--- src/rtl/button_pkg.sv ---
// rtl/button_pkg.sv - shared types, bit indices and direction encoder for the pushbutton front-end
package button_pkg;

    typedef enum logic [1:0] {
        UP    = 2'd0,
        DOWN  = 2'd1,
        LEFT  = 2'd2,
        RIGHT = 2'd3
    } dir_t;

    typedef enum logic [1:0] {
        RELEASED     = 2'd0,
        PRESS_WAIT   = 2'd1,
        PRESSED      = 2'd2,
        RELEASE_WAIT = 2'd3
    } btn_state_t;

    // Bit positions inside the {up,down,left,right} vectors
    localparam int unsigned BTN_UP    = 3;
    localparam int unsigned BTN_DOWN  = 2;
    localparam int unsigned BTN_LEFT  = 1;
    localparam int unsigned BTN_RIGHT = 0;

    // Highest-priority pressed direction; UP wins over DOWN over LEFT over RIGHT
    function automatic dir_t encode_dir(input logic [3:0] pulses);
        if (pulses[BTN_UP]) begin
            return UP;
        end else if (pulses[BTN_DOWN]) begin
            return DOWN;
        end else if (pulses[BTN_LEFT]) begin
            return LEFT;
        end else begin
            return RIGHT;
        end
    endfunction

endpackage

--- src/rtl/btn_debounce.sv ---
// rtl/btn_debounce.sv - one pin: 2-flop sync, debounce FSM, press pulse (auto-repeat under BTN_AUTOREPEAT_EN)
module btn_debounce
    import button_pkg::*;
#(
    parameter int unsigned DEBOUNCE_CYCLES = 20,
    parameter int unsigned CNT_W           = 16
`ifdef BTN_AUTOREPEAT_EN
    ,
    parameter int unsigned REPEAT_DELAY    = 5000,
    parameter int unsigned REPEAT_RATE     = 1000
`endif
) (
    input  logic clk,
    input  logic rst_n,
    input  logic pin_n,
    output logic level,
    output logic pulse
);

    localparam logic [CNT_W-1:0] DB_LAST = CNT_W'(DEBOUNCE_CYCLES);

    function automatic logic [CNT_W-1:0] sat_inc(input logic [CNT_W-1:0] v);
        return (v == '1) ? v : v + 1'b1;
    endfunction

    logic [1:0]       sync_q, sync_d;
    btn_state_t       state_q, state_d;
    logic [CNT_W-1:0] cnt_q, cnt_d;
    logic             pulse_q, pulse_d;
    logic             press_evt;
    logic             rpt_evt;
    logic             s;

    assign s = sync_q[1];

    // Synchroniser, FSM state, debounce counter and registered pulse
    always_ff @(posedge clk or negedge rst_n) begin
        if (!rst_n) begin
            sync_q  <= 2'b11;
            state_q <= RELEASED;
            cnt_q   <= '0;
            pulse_q <= 1'b0;
        end else begin
            sync_q  <= sync_d;
            state_q <= state_d;
            cnt_q   <= cnt_d;
            pulse_q <= pulse_d;
        end
    end

    // Next state: a level change is accepted only after DEBOUNCE_CYCLES stable samples
    always_comb begin
        sync_d    = {sync_q[0], pin_n};
        state_d   = state_q;
        cnt_d     = cnt_q;
        press_evt = 1'b0;
        case (state_q)
            RELEASED: begin
                cnt_d = '0;
                if (!s) state_d = PRESS_WAIT;
            end
            PRESS_WAIT: begin
                if (s) begin
                    state_d = RELEASED;
                    cnt_d   = '0;
                end else if (cnt_q >= DB_LAST) begin
                    state_d   = PRESSED;
                    cnt_d     = '0;
                    press_evt = 1'b1;
                end else begin
                    cnt_d = sat_inc(cnt_q);
                end
            end
            PRESSED: begin
                cnt_d = '0;
                if (s) state_d = RELEASE_WAIT;
            end
            RELEASE_WAIT: begin
                if (!s) begin
                    state_d = PRESSED;
                    cnt_d   = '0;
                end else if (cnt_q >= DB_LAST) begin
                    state_d = RELEASED;
                    cnt_d   = '0;
                end else begin
                    cnt_d = sat_inc(cnt_q);
                end
            end
            default: begin
                state_d = RELEASED;
                cnt_d   = '0;
            end
        endcase
    end

`ifdef BTN_AUTOREPEAT_EN
    localparam logic [CNT_W-1:0] RPT_FIRST  = CNT_W'(REPEAT_DELAY - 1);
    localparam logic [CNT_W-1:0] RPT_RELOAD = CNT_W'(REPEAT_DELAY - REPEAT_RATE);

    logic [CNT_W-1:0] rpt_q, rpt_d;

    // Repeat counter register
    always_ff @(posedge clk or negedge rst_n) begin
        if (!rst_n) begin
            rpt_q <= '0;
        end else begin
            rpt_q <= rpt_d;
        end
    end

    // Runs only while staying in PRESSED; reload after each repeat so later gaps are REPEAT_RATE
    always_comb begin
        rpt_d   = '0;
        rpt_evt = 1'b0;
        if (state_q == PRESSED && !s) begin
            if (rpt_q >= RPT_FIRST) begin
                rpt_evt = 1'b1;
                rpt_d   = RPT_RELOAD;
            end else begin
                rpt_d = sat_inc(rpt_q);
            end
        end
    end
`else
    assign rpt_evt = 1'b0;
`endif

    // Outputs: level while held (including release bounce window), one-cycle pulse per event
    always_comb begin
        level   = (state_q == PRESSED) || (state_q == RELEASE_WAIT);
        pulse_d = press_evt | rpt_evt;
        pulse   = pulse_q;
    end

endmodule

--- src/rtl/button_conditioner.sv ---
// rtl/button_conditioner.sv - four debounced active-low buttons plus priority direction strobe; option BTN_AUTOREPEAT_EN
module button_conditioner
    import button_pkg::*;
#(
    parameter int unsigned DEBOUNCE_CYCLES = 20,
    parameter int unsigned CNT_W           = 16,
    parameter int unsigned REPEAT_DELAY    = 5000,
    parameter int unsigned REPEAT_RATE     = 1000
) (
    input  logic       clk,
    input  logic       reset,
    input  logic       up,
    input  logic       down,
    input  logic       left,
    input  logic       right,
    output logic [3:0] btn_level,
    output logic [3:0] btn_pulse,
    output logic       dir_valid,
    output dir_t       dir
);

    localparam longint unsigned CNT_LIMIT = (64'd1 << CNT_W) - 64'd1;

    // Reject counter widths that cannot reach the programmed thresholds
    if (DEBOUNCE_CYCLES > CNT_LIMIT || REPEAT_DELAY > CNT_LIMIT ||
        REPEAT_RATE == 0 || REPEAT_RATE > REPEAT_DELAY) begin : g_bad_params
        $error("button_conditioner: CNT_W too narrow or repeat timing inconsistent");
    end

    logic [3:0] pin_n;
    dir_t       dir_q, dir_d;

    assign pin_n = {up, down, left, right};

    for (genvar i = 0; i < 4; i++) begin : g_btn
        btn_debounce #(
            .DEBOUNCE_CYCLES(DEBOUNCE_CYCLES),
            .CNT_W(CNT_W)
`ifdef BTN_AUTOREPEAT_EN
            ,
            .REPEAT_DELAY(REPEAT_DELAY),
            .REPEAT_RATE(REPEAT_RATE)
`endif
        ) u_db (
            .clk(clk),
            .rst_n(reset),
            .pin_n(pin_n[i]),
            .level(btn_level[i]),
            .pulse(btn_pulse[i])
        );
    end

    // Remember the last granted direction so dir is stable between strobes
    always_ff @(posedge clk or negedge reset) begin
        if (!reset) begin
            dir_q <= UP;
        end else begin
            dir_q <= dir_d;
        end
    end

    // Priority encode the registered pulses; lower-priority simultaneous moves are dropped
    always_comb begin
        dir_valid = |btn_pulse;
        dir_d     = dir_valid ? encode_dir(btn_pulse) : dir_q;
        dir       = dir_d;
    end

endmodule
--- config.mk ---
export PLATFORM = sky130hd
export DESIGN_NAME = button_conditioner
export DESIGN_NICKNAME = d
export VERILOG_FILES = /design/src/rtl/button_pkg.sv /design/src/rtl/btn_debounce.sv /design/src/rtl/button_conditioner.sv
export SDC_FILE = /design/constraint.sdc
export NUM_CORES = 1
export LEC_CHECK = 0
export CAP_MARGIN = 25
export CORE_UTILIZATION = 53
export CTS_BUF_LIST = sky130_fd_sc_hd__clkbuf_16
export DETAILED_ROUTE_END_ITERATION = 8
export PLACE_DENSITY_LB_ADDON = 0.2
export SETUP_SLACK_MARGIN = 0.5
export SYNTH_ARGS = -nofsm -noshare
export SYNTH_HDL_FRONTEND = slang
export SYNTH_SLANG_ARGS = --single-unit
--- constraint.sdc ---
create_clock -name clk -period 1.7 [get_ports clk]
set_input_delay 0.34 -clock clk [delete_from_list [all_inputs] [get_ports clk]]
set_output_delay 0.34 -clock clk [all_outputs]
set_load 0.005 [all_outputs]
==> results by group, run 1 <==
Die
  • Core Region: approximately 5600 µm²
  • Rows: 27
  • Chip height: 79.3 µm
  • I/O Pins: 17
  • Initial core utilization: 56.1%
  • Die area: around 6300 µm²
  • Die boundary width: 79.3 µm

Finish
  • # diodes: 0
  • Area delta synth->final: 38.7%
  • NumNets Final: between 300 and 400
  • Share of cells above drive strength 1: 37.1%

Clocking
  • Num CTS Buffers: 9
  • CTS tree: yes
  • Root buffer cell: clkbuf_16
  • Clock Path Buffers: 2
  • H-tree lvl count: 3
  • Clock transition at path regs: 0.06 ns
  • Clk sinks: 86
  • Clk Latency, worst-skew pair: roughly 0.33 ns

STA
  • Final Hold Fails: 0
  • Tcrit/Tclk final: 108%
  • Max Slew Vio Count: 0
  • RSZ-0062 raised after global routing: true
  • Min Tclk post-route: around 1.8 ns
  • Final WS setup: -0.138 ns
  • Final setup viols: 3
  • Max Fclk: 0.544 GHz
  • Clock skew: 0.00731 ns
  • Sum of negative setup slack: -0.220 ns

Place
  • Worst slack, placed: 0.00261 ns
  • Port Buffer Count: 16
  • Placer Congestion: 0.723
  • Dpl hpwl: 3.31 mm

Route
  • Via count: 2087
  • WL/cell: around 16 µm
  • Final WL: about 6.5 mm
  • Pre-antenna DRT Iters: 4
  • DRT antenna net count: 0
  • DRC Markers: 0
  • Vias per std cell: 5.00
  • Initial DRC count: 88

Global route
  • Initial antenna violation count: 0
  • Largest net degree at the start of global routing: 33
  • Number of global-route vias before repair: 2114
  • GRT Total Usage: 22.1%
  • Gr ovfl total: 0
  • First-pass GRT wire length: ~10 mm

Critical path
  • WS Path Type: register to output port
  • Worst path required time: 1.36 ns
  • Worst Setup Start Kind: register
  • Crit path DAT: 1.50 ns
  • Critical Path End Type: output port
  • CP max FO: 2

Synthesis
  • Most common cell in the netlist: dfrtp_1
  • Largest area contributor in the netlist: dfrtp_1
  • Synth warnings: 0
  • Post-Syn Instances: 250
  • Post-Syn Area: 3170 µm²
  • Share of Yosys cell area claimed by the top area cell type: 61.7%
  • Avg Cell Area, Syn: 12.7 µm²
  • FFs w/ async S/R, synth: 100%
  • Primary FF master, synth: dfrtp_1
  • Synth Register Bits: 86
  • Post-synth EDFFs: 0
  • Top cells by count, synth: dfrtp_1, nor2_1, inv_1
  • Netlist cell types: 28
  • Area contributors post-synth: dfrtp_1, dfstp_2, ha_1
  • Register area share after synthesis: 68.3%

Run status
  • Failing checks: setup timing
  • Status: complete, but fails checks

Power and ir drop
  • VDD IR max: 907 µV
  • Leakage power: 1.88 nW
  • Switching share of power: roughly a quarter
  • Sequential share of power: 45.5%
  • Pint: 3.95 mW
  • Pwr/cell area: 1230 nW/µm²
  • Switch Pwr: ~1.4 mW
  • Comb power frac: 19.1%
  • Clk pwr share: between 30% and 40%

Worst hold path
  • HP Class: register to register

Run
  • Max cap viols: 0
## placed cells by master, fill, tap and decap left out, drive strengths merged
| cell | synthesis | routed |
|---|---|---|
| a21oi | 15 | 15 |
| a31oi | 3 | 3 |
| and2 | 4 | 4 |
| buf | 8 | 43 |
| bufinv | 0 | 1 |
| clkbuf | 4 | 10 |
| clkdlybuf4s50 | 0 | 4 |
| clkinv | 0 | 4 |
| clkinvlp | 0 | 1 |
| conb | 1 | 44 |
| dfrtp | 78 | 78 |
| dfstp | 8 | 8 |
| dlygate4sd3 | 0 | 1 |
| ha | 8 | 8 |
| inv | 17 | 17 |
| mux2i | 2 | 2 |
| nand2 | 7 | 7 |
| nand2b | 4 | 4 |
| nand3 | 8 | 8 |
| nand4 | 16 | 16 |
| nor2 | 19 | 19 |
| nor2b | 1 | 1 |
| nor3 | 9 | 9 |
| nor3b | 1 | 1 |
| nor4 | 12 | 12 |
| o21ai | 12 | 12 |
| or2 | 4 | 4 |
| or3 | 4 | 4 |
| or4 | 1 | 1 |
| xnor2 | 4 | 4 |
## worst paths after layout
check	startpoint	to	slack (ns)	cells after the start
max	g_btn[0].u_db.pulse	dir_valid	-0.14	3
min	g_btn[2].u_db.sync_q[0]	g_btn[2].u_db.sync_q[1]	0.35	0
max reg2reg	g_btn[0].u_db.cnt_q[8]	g_btn[0].u_db.cnt_q[0]	0.19	6
min reg2reg	g_btn[2].u_db.sync_q[0]	g_btn[2].u_db.sync_q[1]	0.35	0
max in group asynchronous	reset	g_btn[2].u_db.sync_q[0]	0.62	3
min in group asynchronous	reset	g_btn[3].u_db.cnt_q[0]	0.50	2
## worst max-delay path, cell delays in order, from the launching register on
cell,delay (ns)
dfrtp_1,0.39
buf_6,0.12
or4_4,0.53
buf_6,0.13
## sequential cells by signal (all words and copies together), names as in the netlist, named ones only
register and flops:
dir_q 2, g_btn.u_db.cnt_q 64, g_btn.u_db.sync_q 8, g_btn.u_db.state_q 4
g_btn.u_db.pulse 4
## metal layers
layer / global-route usage, % / vias up / wire [µm] / share of wire, %
li1: - / 993 / - / -
met4: 13.3 / 0 / 201 / 3.1
met2: 37.3 / 38 / 3410 / 53
met1: 26.3 / 1036 / 2690 / 41
met3: 4.14 / 20 / 191 / 2.9
met5: 0 / - / 0 / 0
## kinds of logic (layout without fill, tap and decap cells)
| family | after synthesis | count (layout) | synth area share, % |
|---|---|---|---|
| and+or+nand+nor | 90 | 90 | 17.4 |
| AOI/OAI and AO/OA | 30 | 30 | 4.86 |
| DFF | 86 | 86 | 68.3 |
| xor gates and xnor gates | 4 | 4 | 1.11 |
| buffers and inverters | 29 | 81 | 4.39 |
| other | 1 | 44 | 0.118 |
| adders and majority gates | 8 | 8 | 3.16 |
| muxes | 2 | 2 | 0.632 |
## area by class of cell
type,count,area [µm²]
Clock inverter,6,63.8
Timing Repair Buffer,49,435
Tap cell,72,90.1
Fill cell,333,1250
Clock buffer,9,225
Sequential cell,86,2160
Multi-Input combinational cell,178,1350
Inverter,17,63.8
## metrics by stage
| step | power (mW) | area (µm²) | utilization, % | std cells | hold WS, ns |
|---|---|---|---|---|---|
| after floorplan | 2.80 | 3380 | - | 293 | 0.0444 |
| after global placement | 3.08 | 3630 | 64.3 | 375 | 0.317 |
| after detailed placement | 3.10 | 3630 | 64.3 | 375 | 0.322 |
| after CTS | 5.19 | 4270 | 75.6 | 415 | 0.355 |
| after global routing | 5.60 | 4390 | 77.8 | 417 | 0.358 |
| final | 5.38 | 4390 | 77.8 | 417 | 0.355 |
## power by group through the flow
| stage | combinational, mW | sequential [mW] | clock, mW |
|---|---|---|---|
| 3_5_place_dp | 0.661 | 2.44 | 0 |
| 6_report | 1.03 | 2.45 | 1.90 |
| 3_3_place_gp | 0.644 | 2.44 | 0 |
| 4_1_cts | 0.864 | 2.41 | 1.92 |
| 5_1_grt | 1.12 | 2.47 | 2.02 |
| 2_1_floorplan | 0.395 | 2.40 | 0 |
## repair_timing
action	CTS	global route
resized for setup	84	28
buffers inserted	24	2
gates cloned	0	0
setup endpoints to repair	43	43
endpoints found under the hold margin	27	0
pin swaps	28	17
hold buffers	1	0
Note: power is estimated with default switching activity, not from simulation.
==> run 2: changes to the inputs <==
Settings changed: TNS_END_PERCENT set to 20.
==> run 2 against run 1 <==
Critical path depth stayed put. Highest routed layer unchanged. Power is 0.52% higher. The run still ends with setup timing left. Core utilization decreased by 1.9 points. Critical path type unchanged. Sequential share of layout area rose by 1.3 points. Sequential power barely moved. Non-clock buffer count decreased by 7. Clock skew rose by 0.00053 ns. First-iteration DRC count up 34%.
==> results by group, run 2 (synthesis gave the netlist of run 1 again) <==
Die
  • Initial core utilization: 56.1%
  • Die boundary width: 79.3 µm
  • Core Region: roughly 5600 µm²
  • I/O Pins: 17
  • Chip height: slightly below 80 µm
  • Die area: 6290 µm²
  • Rows: 27

Finish
  • NumNets Final: 348
  • Biggest register: g_btn.u_db.cnt_q
  • Commonest cells after routing, fill and taps aside: dfrtp_1, conb_1, inv_1
  • Design area: ~4300 µm²
  • Share of cells above drive strength 1: 35.7%
  • Fillcell total: 352
  • Final Non-Filler Cells: 411
  • Area delta synth->final: 35.3%
  • # diodes: 0
  • Biggest regs: g_btn.u_db.cnt_q (64), g_btn.u_db.sync_q (8)
  • Largest register FFs: 64
  • Most common cell after layout, fill and taps aside: dfrtp_1

Power and ir drop
  • Leakage power: 1.84 nW
  • VDD IR max: 988 µV
  • Power, Total: 5.41 mW
  • Pwr/cell area: 1260 nW/µm²

Route
  • Vias per std cell: 4.88
  • DRC Markers: 0
  • Final WL: 5.74 mm
  • DRT antenna net count: 0
  • Initial DRC count: 118
  • Pre-antenna DRT Iters: 4
  • WL/cell: 14.0 µm
  • Via count: 2006

Critical path
  • Worst path required time: 1.36 ns
  • RR Startpoint: g_btn[2].u_db.pulse
  • Critical Path Source: g_btn[2].u_db.pulse
  • CP max FO: 2
  • Critical Path End Type: output port
  • Worst Setup Start Kind: register
  • Crit path DAT: 1.47 ns
  • WS Path Type: register to output port

Global route
  • Met1 Use GR: 24.3%
  • Initial antenna violation count: 0
  • First-pass GRT wire length: ~9 mm
  • Grt met2 use: 32.7%
  • Largest net degree at the start of global routing: 31
  • GRT Total Usage: approximately a fifth
  • Gr ovfl total: 0
  • Layer with the highest usage: met2
  • Number of global-route vias before repair: 2047
  • Met3 GRT Util: 3.68%

Place
  • Placed Instances: 376
  • Dpl hpwl: about 3.3 mm
  • DP Area: 3600 µm²
  • Port Buffer Count: 16
  • Worst slack, placed: -0.00530 ns
  • Placer Congestion: 0.757

STA
  • RSZ-0062 raised after global routing: true
  • Tcrit/Tclk final: 106%
  • Min Tclk post-route: 1.81 ns
  • Max Slew Vio Count: 0
  • Max Fclk: 0.554 GHz
  • Worst Hold Slack: 0.358 ns
  • Final WS setup: -0.106 ns
  • Final setup viols: 2
  • Final Hold Fails: 0
  • Clock skew: 0.00784 ns

Worst hold path
  • Min-delay src: g_btn[2].u_db.sync_q[0]
  • HP Class: register to register

Clocking
  • Clk sinks: 86
  • Num CTS Buffers: 9
  • CTS tree: yes
  • Root buffer cell: clkbuf_16
  • Clock Path Buffers: 2
  • Clock transition at path regs: 0.06 ns
  • Clk Latency, worst-skew pair: 0.33 ns
  • H-tree lvl count: 3

Run status
  • Failing checks: setup timing
  • Status: complete, but fails checks

Run
  • Max cap viols: 0
## run 2: cell types whose count changed in the layout (fill, tap and decap cells not counted), sizes merged
cell	delta
clkinvlp	-1
clkbuf	-1
clkinv	+1
inv	+1
buf	-6
## run 2: metal layers
metal,share of wire [%],wire length (µm)
met1,44,2540
met2,51,2950
met3,2.6,149
met4,1.7,99
met5,0,0
## run 2: path summary, 6_finish.rpt
kind / endpoint / slack (ns) / cells past startpoint
worst max-delay path: dir_valid / -0.11 / 3
worst min-delay path: g_btn[2].u_db.sync_q[1] / 0.36 / 0
worst max register to register: dir_q[0] / 0.06 / 11
worst min register to register: g_btn[2].u_db.sync_q[1] / 0.36 / 0
max in group asynchronous: g_btn[1].u_db.sync_q[0] / 0.62 / 3
min in group asynchronous: g_btn[3].u_db.cnt_q[2] / 0.48 / 2
## run 2: what timing repair did
action,in CTS,in global routing
resized for setup,82,37
endpoints found under the hold margin,24,0
pin swaps,48,33
setup endpoints to repair,40,43
hold buffers,1,0
setup buffers,10,8
## run 2: metrics by stage
step / util, % / TNS [ns]
after floorplan: - / 0
after global placement: 63.8 / 0
after detailed placement: 63.8 / -0.00530
after CTS: 72.1 / -0.104
after global routing: 75.9 / -0.307
final: 75.9 / -0.197
## run 2: report_power, final
part,switching (mW),total [mW],internal [mW]
clock network,0.724,1.84,1.12
logic,0.446,1.11,0.660
registers,0.203,2.46,2.26
## run 2: critical path, stage by stage, from the launching register on
cell,delay (ns)
dfrtp_1,0.39
buf_6,0.12
or4_4,0.49
buf_2,0.14
## run 2: area by class of cell
class                   count  area (µm²)  share of cell area [%]
flip-flops and latches     86        2160                    50.5
multi-input cells         178        1310                    30.6
repair buffers             42         372                    8.68
clock buffers               9         225                    5.26
well taps                  72        90.1                    2.10
inverters                  17        63.8                    1.49
clock inverters             7        57.6                    1.34
